File: config.mk
export PLATFORM = sky130hd
export DESIGN_NAME = rs_encoder_arbiter
export DESIGN_NICKNAME = d
export VERILOG_FILES = /design/src/rtl/rs_encoder_arbiter.sv
export SDC_FILE = /design/constraint.sdc
export NUM_CORES = 1
export LEC_CHECK = 0
export ABC_AREA = 1
export BUFFER_PORTS_ARGS = -buffer_cell sky130_fd_sc_hd__buf_2
export CORE_MARGIN = 2
export CORE_UTILIZATION = 30
export CTS_BUF_LIST = sky130_fd_sc_hd__clkbuf_16
export DETAILED_ROUTE_END_ITERATION = 7
export SETUP_SLACK_MARGIN = 0.15
export SLEW_MARGIN = 20
export SYNTH_ARGS = -nofsm -noshare
export SYNTH_HDL_FRONTEND = slang
export SYNTH_SLANG_ARGS = --single-unit
File: constraint.sdc
create_clock -name clock -period 5.11 [get_ports clock]
set_input_delay 0.7665 -clock clock [delete_from_list [all_inputs] [get_ports clock]]
set_output_delay 0.7665 -clock clock [all_outputs]
set_load 0.01 [all_outputs]
File: src/rtl/rs_encoder_arbiter.sv
// rs_encoder_arbiter: round-robin sharing of one RS encoder between packet sources, with output tagging and phase checking
module rs_encoder_arbiter #(
  parameter int N_REQ   = 4,
  parameter int SYM_W   = 8,
  parameter int PKT_LEN = 16,
  parameter int CH_W    = $clog2(N_REQ)
) (
  input  logic                     clock,
  input  logic                     reset,
  input  logic [N_REQ-1:0]         req,
  input  logic [N_REQ*SYM_W-1:0]   req_data,
  output logic [N_REQ-1:0]         req_pop,
  output logic [N_REQ-1:0]         grant,
  input  logic                     encoderReadyPort,
  input  logic                     encoderValidPort,
  output logic [SYM_W-1:0]         encoderInputPort,
  input  logic [SYM_W-1:0]         dataOutputPort,
  output logic                     out_valid,
  output logic [SYM_W-1:0]         out_data,
  output logic [CH_W-1:0]          out_chan,
  output logic                     out_last,
  output logic                     protocol_error
);
  localparam int CW = $clog2(PKT_LEN + 2);
  localparam logic [CW-1:0] LEN  = CW'(PKT_LEN);
  localparam logic [CW-1:0] MAXC = CW'(PKT_LEN + 1);
  typedef enum logic [1:0] {UNSYNC, RUN, HALT} st_t;
  st_t              st_q;
  logic             err_q, err_d, bad, prim_q, valid_q, ready_q, rise, chg, emit;
  logic [CW-1:0]    cnt_q, cnt_d;
  logic [N_REQ-1:0] feed_q, feed_d, drain_q, drain_e;
  logic [CH_W-1:0]  ptr_q, ptr_d, idx;
  logic [SYM_W-1:0] sym, out_data_q;
  logic [CH_W-1:0]  out_chan_q;
  logic             out_valid_q, out_last_q;

  function automatic logic [CH_W-1:0] chan_of(input logic [N_REQ-1:0] g);
    chan_of = '0;
    for (int i = 0; i < N_REQ; i++) if (g[i]) chan_of = chan_of | CH_W'(i);
  endfunction

  assign rise    = encoderValidPort & ~valid_q;
  assign chg     = encoderValidPort ^ valid_q;
  assign cnt_d   = chg ? CW'(1) : cnt_q == MAXC ? cnt_q : cnt_q + 1'b1;
  assign bad     = st_q == RUN && (encoderReadyPort == encoderValidPort || (chg && cnt_q != LEN) || cnt_d > LEN);
  assign err_d   = err_q | bad;
  assign drain_e = rise ? feed_q : drain_q;
  assign emit    = encoderValidPort & |drain_e & ~err_d;

  assign grant            = err_q ? '0 : feed_q;
  assign req_pop          = encoderReadyPort ? grant : '0;
  assign encoderInputPort = encoderReadyPort ? sym : '0;
  assign out_valid        = out_valid_q;
  assign out_data         = out_data_q;
  assign out_chan         = out_chan_q;
  assign out_last         = out_last_q;
  assign protocol_error   = err_q;

  // Round-robin search starting at ptr; the lowest offset that requests wins
  always_comb begin
    feed_d = '0;
    ptr_d  = ptr_q;
    idx    = '0;
    for (int k = N_REQ - 1; k >= 0; k--) begin
      idx = CH_W'((int'(ptr_q) + k) % N_REQ);
      if (req[idx]) begin
        feed_d      = '0;
        feed_d[idx] = 1'b1;
        ptr_d       = CH_W'((int'(idx) + 1) % N_REQ);
      end
    end
  end

  // Select the granted source's current symbol; zero for an idle packet
  always_comb begin
    sym = '0;
    for (int i = 0; i < N_REQ; i++) if (grant[i]) sym = sym | req_data[i*SYM_W +: SYM_W];
  end

  // Protocol checker: sync on the first phase edge, then police phase lengths until a violation halts it
  always_ff @(posedge clock) begin
    if (reset) begin
      st_q  <= UNSYNC;
      err_q <= 1'b0;
    end else begin
      st_q  <= err_d ? HALT : (st_q == UNSYNC && prim_q && (chg || (encoderReadyPort ^ ready_q))) ? RUN : st_q;
      err_q <= err_d;
    end
  end

  // Phase tracking, arbitration on the valid rising edge, and the tagged output register
  always_ff @(posedge clock) begin
    if (reset) begin
      valid_q     <= 1'b0;
      ready_q     <= 1'b0;
      prim_q      <= 1'b0;
      cnt_q       <= '0;
      feed_q      <= '0;
      drain_q     <= '0;
      ptr_q       <= '0;
      out_valid_q <= 1'b0;
      out_last_q  <= 1'b0;
      out_data_q  <= '0;
      out_chan_q  <= '0;
    end else begin
      valid_q     <= encoderValidPort;
      ready_q     <= encoderReadyPort;
      prim_q      <= 1'b1;
      cnt_q       <= cnt_d;
      if (rise) begin
        drain_q <= feed_q;
        feed_q  <= feed_d;
        ptr_q   <= ptr_d;
      end
      out_valid_q <= emit;
      out_last_q  <= emit && cnt_d == LEN;
      if (emit) begin
        out_data_q <= dataOutputPort;
        out_chan_q <= chan_of(drain_e);
      end
    end
  end
endmodule
After elaboration in Yosys (flattened, before gate mapping)
Cells that the tools add are included.
{"block": "word_totals", "ff_bits": 33, "inputBits": 48, "output_inout_bits": 29, "elab_cells": 104}
{"block": "classes", "eq_ne": 5, "n_lt_le_gt_ge": 9, "n_bitwise": 11, "n_mux": 40, "n_reduce_logical": 18, "add_sub_neg": 7}
{"operator": "8-bit two-way mux", "n": 5}
{"operator": "4-bit two-way mux", "n": 7}
{"operator": "8-bit bitwise OR", "n": 3}
{"operator": "2-bit two-way mux", "n": 8}
{"operator": "2-bit by 3-bit < comparator with 1-bit output, second input constant", "n": 4}
{"operator": "5-bit equality test, second input constant", "n": 2}
{"operator": "1-bit two-way mux", "n": 10}
{"operator": "5-bit two-way mux", "n": 2}
{"operator": "1-bit logical AND", "n": 9}
{"operator": "2-bit by 1-bit adder with 2-bit output, second input constant", "n": 4}
{"operator": "1-bit binary-select mux with 2-bit select", "n": 4}
{"operator": "1-bit demux with 2-bit select", "n": 4}
{"operator": "2-bit by 1-bit >= comparator with 1-bit output, second input constant", "n": 4}
{"operator": "5-bit by 1-bit adder with 5-bit output, second input constant", "n": 1}
{"operator": "5-bit greater-than comparator, second input constant", "n": 1}
{"operator": "5-bit inequality test, second input constant", "n": 1}
{"operator": "2-bit adder, second input constant", "n": 2}
{"operator": "4-bit nonzero test", "n": 1}
{"operator": "4-bit OR reduction", "n": 1}
{"operator": "1-bit AND", "n": 3}
{"operator": "1-bit logical OR", "n": 3}
{"operator": "2-bit by 1-bit equality test with 1-bit output, second input constant", "n": 1}
{"operator": "2-bit logical NOT", "n": 1}
{"operator": "1-bit NOT", "n": 2}
{"operator": "6 further kinds", "n": 7}

Depth between registers and ports, before layout
{"block": "depth", "word_depth": 10, "ltp_mapped": 17, "ltp_nobuf": 16}

Worst setup path before layout
OpenSTA, ideal clock, no wires.
{"block": "synth_path", "path_kind": "input-to-reg", "startpoint": "input port encoderValidPort", "endpoint": "register out_chan_q[1] (netlist: out_chan[1])", "cell_stages": 10, "setup_time_ns": 0.110, "arrival_time_ns": 2.043, "setup_slack_ns": 2.958, "required_time_ns": 5.000, "path_cell_list": "ha_1 > buf_2 > nand2_1 > o21a_1 > inv_2 > a31oi_2 > buf_2 > nand4_1 > nand2_1 > nor2_2"}
{"block": "synth_via", "elab_chain_cells": 8}
{"item": "start: declaration", "line_no": "15", "rtl": "input logic encoderValidPort,"}
{"item": "1-bit bitwise XOR", "line_no": "43", "rtl": "assign chg = encoderValidPort ^ valid_q;"}
{"item": "5-bit two-way mux or 1-bit logical AND (tied branches)", "line_no": "44, 45"}
{"item": "5-bit greater-than comparator or 1-bit logical OR (tied branches)", "line_no": "45", "rtl": "assign bad = st_q == RUN && (encoderReadyPort == encoderValidPort || (chg && cnt_q != LEN) || cnt_d > LEN);"}
{"item": "1-bit logical OR", "line_no": "45"}
{"item": "1-bit logical AND", "line_no": "45"}
{"item": "1-bit bitwise OR", "line_no": "46", "rtl": "assign err_d = err_q | bad;"}
{"item": "1-bit NOT", "line_no": "48", "rtl": "assign emit = encoderValidPort & |drain_e & ~err_d;"}
{"item": "1-bit AND", "line_no": "48"}
{"item": "end signal: assignment", "line_no": "119", "rtl": "out_chan_q <= chan_of(drain_e);"}
{"item": "end: declaration", "line_no": "34", "rtl": "logic [CH_W-1:0] out_chan_q;"}
Parallel ways exist; a longest one is shown, timed or not.
A chain may end at the register's enable or synchronous reset.

Worst setup path after layout
{"block": "layout_path", "startpoint": "register err_q (netlist: protocol_error)", "endpoint": "output port encoderInputPort[0]"}
{"block": "layout_via", "elab_chain_cells": 9}
{"item": "start: declaration", "line_no": "29", "rtl": "logic err_q, err_d, bad, prim_q, valid_q, ready_q, rise, chg, emit;"}
{"item": "start signal: assignment", "line_no": "87", "rtl": "err_q <= err_d;"}
{"item": "4-bit two-way mux *", "line_no": "50", "rtl": "assign grant = err_q ? '0 : feed_q;"}
{"item": "8-bit two-way mux", "line_no": "77", "rtl": "for (int i = 0; i < N_REQ; i++) if (grant[i]) sym = sym | req_data[i*SYM_W +: SYM_W];"}
{"item": "8-bit bitwise OR", "line_no": "77"}
{"item": "8-bit two-way mux", "line_no": "77"}
{"item": "8-bit bitwise OR", "line_no": "77"}
{"item": "8-bit two-way mux", "line_no": "77"}
{"item": "8-bit bitwise OR", "line_no": "77"}
{"item": "8-bit two-way mux *", "line_no": "77"}
{"item": "8-bit two-way mux *", "line_no": "52", "rtl": "assign encoderInputPort = encoderReadyPort ? sym : '0;"}
{"item": "end: declaration", "line_no": "16", "rtl": "output logic [SYM_W-1:0] encoderInputPort,"}
Mark *: on every way between the ends. The rest lies on a longest branch, timed or not.

==> results.txt <==
status: finished clean
setup tns final: 0 ps
Leak Pwr: 1.40 nW
Post-synth EDFFs: 0
DRT antenna net count: 0
final worst path period share: 0.487
final period demand of the worst path: 2490 ps
hold_buf cts: 0
Initial Util: 0.308
Post-CTS Setup Inserts: 0
DRT Wirelength: 5.49 mm
layout cells sized above 1: 0.305
Syn Inst Count: 337
Area contributors post-synth: dfxtp_1, nand2_1, inv_1
Worst Tran Pin Value: 617 ps
Synth cell types: 36
WP data required: 4340 ps
Final Skew: 4.17 ps
HP Class: flop to flop
Post-Route Utilization: 0.389
CTS Root Cell: clkbuf_16
CP endpoint kind: output port
Inserted Diodes: 0
GPL Wtd Cong: 0.783
ys async rst share: 0
buffers added on ports: 76
# setup viols final: 0
Post-Syn Area: 2220 µm²
Synthesized Nets: 397
#FFs+latches synth: 33
Boundary Pins: 77
maximum vdd ir drop: 0.171 mV
Final Hold Fails: 0
core area: 7210 µm²
Slowest cell on crit path: nor2_1
first-pass GRT wire length: 9.99 mm
Overflow after GRT: 0
# DRC: 0
Top delay family on crit path: simple AND/OR/NAND/NOR gates
Slew HR: 0.587
Die Y: 90.1 µm
gr usage total: 0.145
critical path class: flop to output port
YS warnings: 0
CTS Buf Count: 5
RSZ-0062 raised after global routing: no
NumNets Final: 469
synth-to-layout area growth: 26.2%
H-tree depth: 2
vias in the first global route: 2332
Starting DRT DRC Count: 101
via count: 2332
area leader, netlist: dfxtp_1
clock sink total: 33
maximum fanout along the worst path: 11
clk_lat worst skew: 280 ps
Worst-path clk slew: 50 ps
data arrival time of the worst path: 1720 ps
DIE AREA: 8120 µm²
Max Slew Vio Count: 0
initial antenna violation count: 0
TritonCTS clock tree: yes
Max Clk Rate: 0.402 GHz
sequential area share after synthesis: 0.297
dpl hpwl: 4.30 mm
Resized Gates After CTS: 0
FP Rows: 31
Mapped Avg Cell Area: 6.60 µm²
Die X: 90.1 µm
Buf+Inv Stages, Crit Path: 1
MaxCap Viol Count: 0
Synth top area share: 0.297
Critical Path Start Type: flop
Vias/cell: 4.58
CP Cell Sequence: nor2_1 > nand2_1 > a41oi_1 > buf_2
Synth Flop Type: dfxtp_1
CP max stage delay: 530 ps
P per Cell Area: 346 nW/µm²
routed len/inst: 10.8 µm
DRT Pass-1 Iters: 4
largest net degree at the start of global routing: 19
Clock Tree Buf Depth: 2
==> stage by stage <==
| stage | power (mW) | setup slack, ps | instance area (µm²) | instances | hold WS, ps |
|---|---|---|---|---|---|
| after floorplan | 0.600 | 2960 | 2220 | 337 | 428 |
| after global placement | 0.692 | 2490 | 2670 | 501 | 444 |
| final | 0.972 | 2620 | 2810 | 509 | 460 |
| after global routing | 1.06 | 2450 | 2810 | 509 | 463 |
| after CTS | 0.980 | 2610 | 2810 | 509 | 457 |
| after detailed placement | 0.697 | 2420 | 2670 | 501 | 449 |
==> registers in the layout, indices dropped and copies added (netlist names) <==
signal,count
st_q,2
out_valid,1
out_last,1
prim_q,1
valid_q,1
cnt_q,5
ptr_q,2
feed_q,4
protocol_error,1
ready_q,1
out_chan,2
drain_q,4
out_data,8
==> final timing paths <==
kind                                  start                     to  slack, ps  cells past startpoint
setup / recovery  protocol_error$_SDFF_PP0_    encoderInputPort[0]       2620                      4
hold reg to reg              prim_q$_DFF_P_   st_q[0]$_SDFFE_PP0P_        460                      2
hold / removal               prim_q$_DFF_P_   st_q[0]$_SDFFE_PP0P_        460                      2
setup reg to reg      ptr_q[0]$_SDFFE_PP0P_  ptr_q[0]$_SDFFE_PP0P_       2960                     11
==> cell usage after synthesis, drive strengths merged (2+ instances only) <==
master,instances
a21oi,13
a31oi,7
a41oi,8
buf,7
clkbuf,4
clkinv,3
dfxtp,33
ha,12
inv,53
nand2,110
nand3,16
nand4,12
nor2,34
nor3,5
nor3b,2
o211ai,2
o21a,3
o21ai,8
==> kinds of logic after synthesis <==
logic type	after synthesis	synth area share
AO/OA/AOI/OAI	43	0.127
flip-flops	33	0.297
AND/OR/NAND/NOR	180	0.379
XOR/XNOR	2	0.00788
adder cells (fa/ha/maj)	12	0.0675
buffers and inverters	67	0.121
==> where the power goes <==
| part | internal, mW | switching [mW] |
|---|---|---|
| registers | 0.289 | 0.0266 |
| logic | 0.136 | 0.239 |
| clock network | 0.176 | 0.104 |
| total | 0.601 | 0.370 |
==> layout by cell type, fill, tap and decap left out, types with 6 or more instances in the layout <==
cell,netlist,layout
ha_1,12,12
buf_2,3,76
nor2_2,9,9
nor2_1,23,23
a41oi_1,8,8
nand4_1,12,12
inv_2,11,11
a31oi_1,6,6
nand2_2,13,13
dfxtp_1,33,33
inv_1,42,43
nand3_1,14,14
nand2_1,96,96
a21oi_1,12,12
==> per-layer routing <==
metal / GRT usage / vias up / share of wire
li1: - / 1216 / -
met1: 0.173 / 1039 / 0.46
met2: 0.256 / 70 / 0.47
met3: 0.0352 / 7 / 0.060
met4: 0.0449 / 0 / 0.012
met5: 0 / - / 0
==> final cells by class <==
type | instances | area (µm²)
clock buffer | 5 | 125
timing repair buffer | 76 | 380
clock inverter | 3 | 13.8
tap | 99 | 124
inverter | 56 | 210
fill | 784 | 4410
multi-input combinational | 237 | 1290
sequential | 33 | 661
==> worst register-to-register path, stage by stage (launching register included) <==
cell,delay (ps)
dfxtp_1,560
inv_2,190
ha_1,340
inv_1,120
nand2_1,100
nand2_2,140
nor2_1,90
nand3_1,80
nand2_1,100
o21ai_1,160
nand2_1,60
a21oi_1,120
No activity file was read; power rests on OpenSTA's default activity.
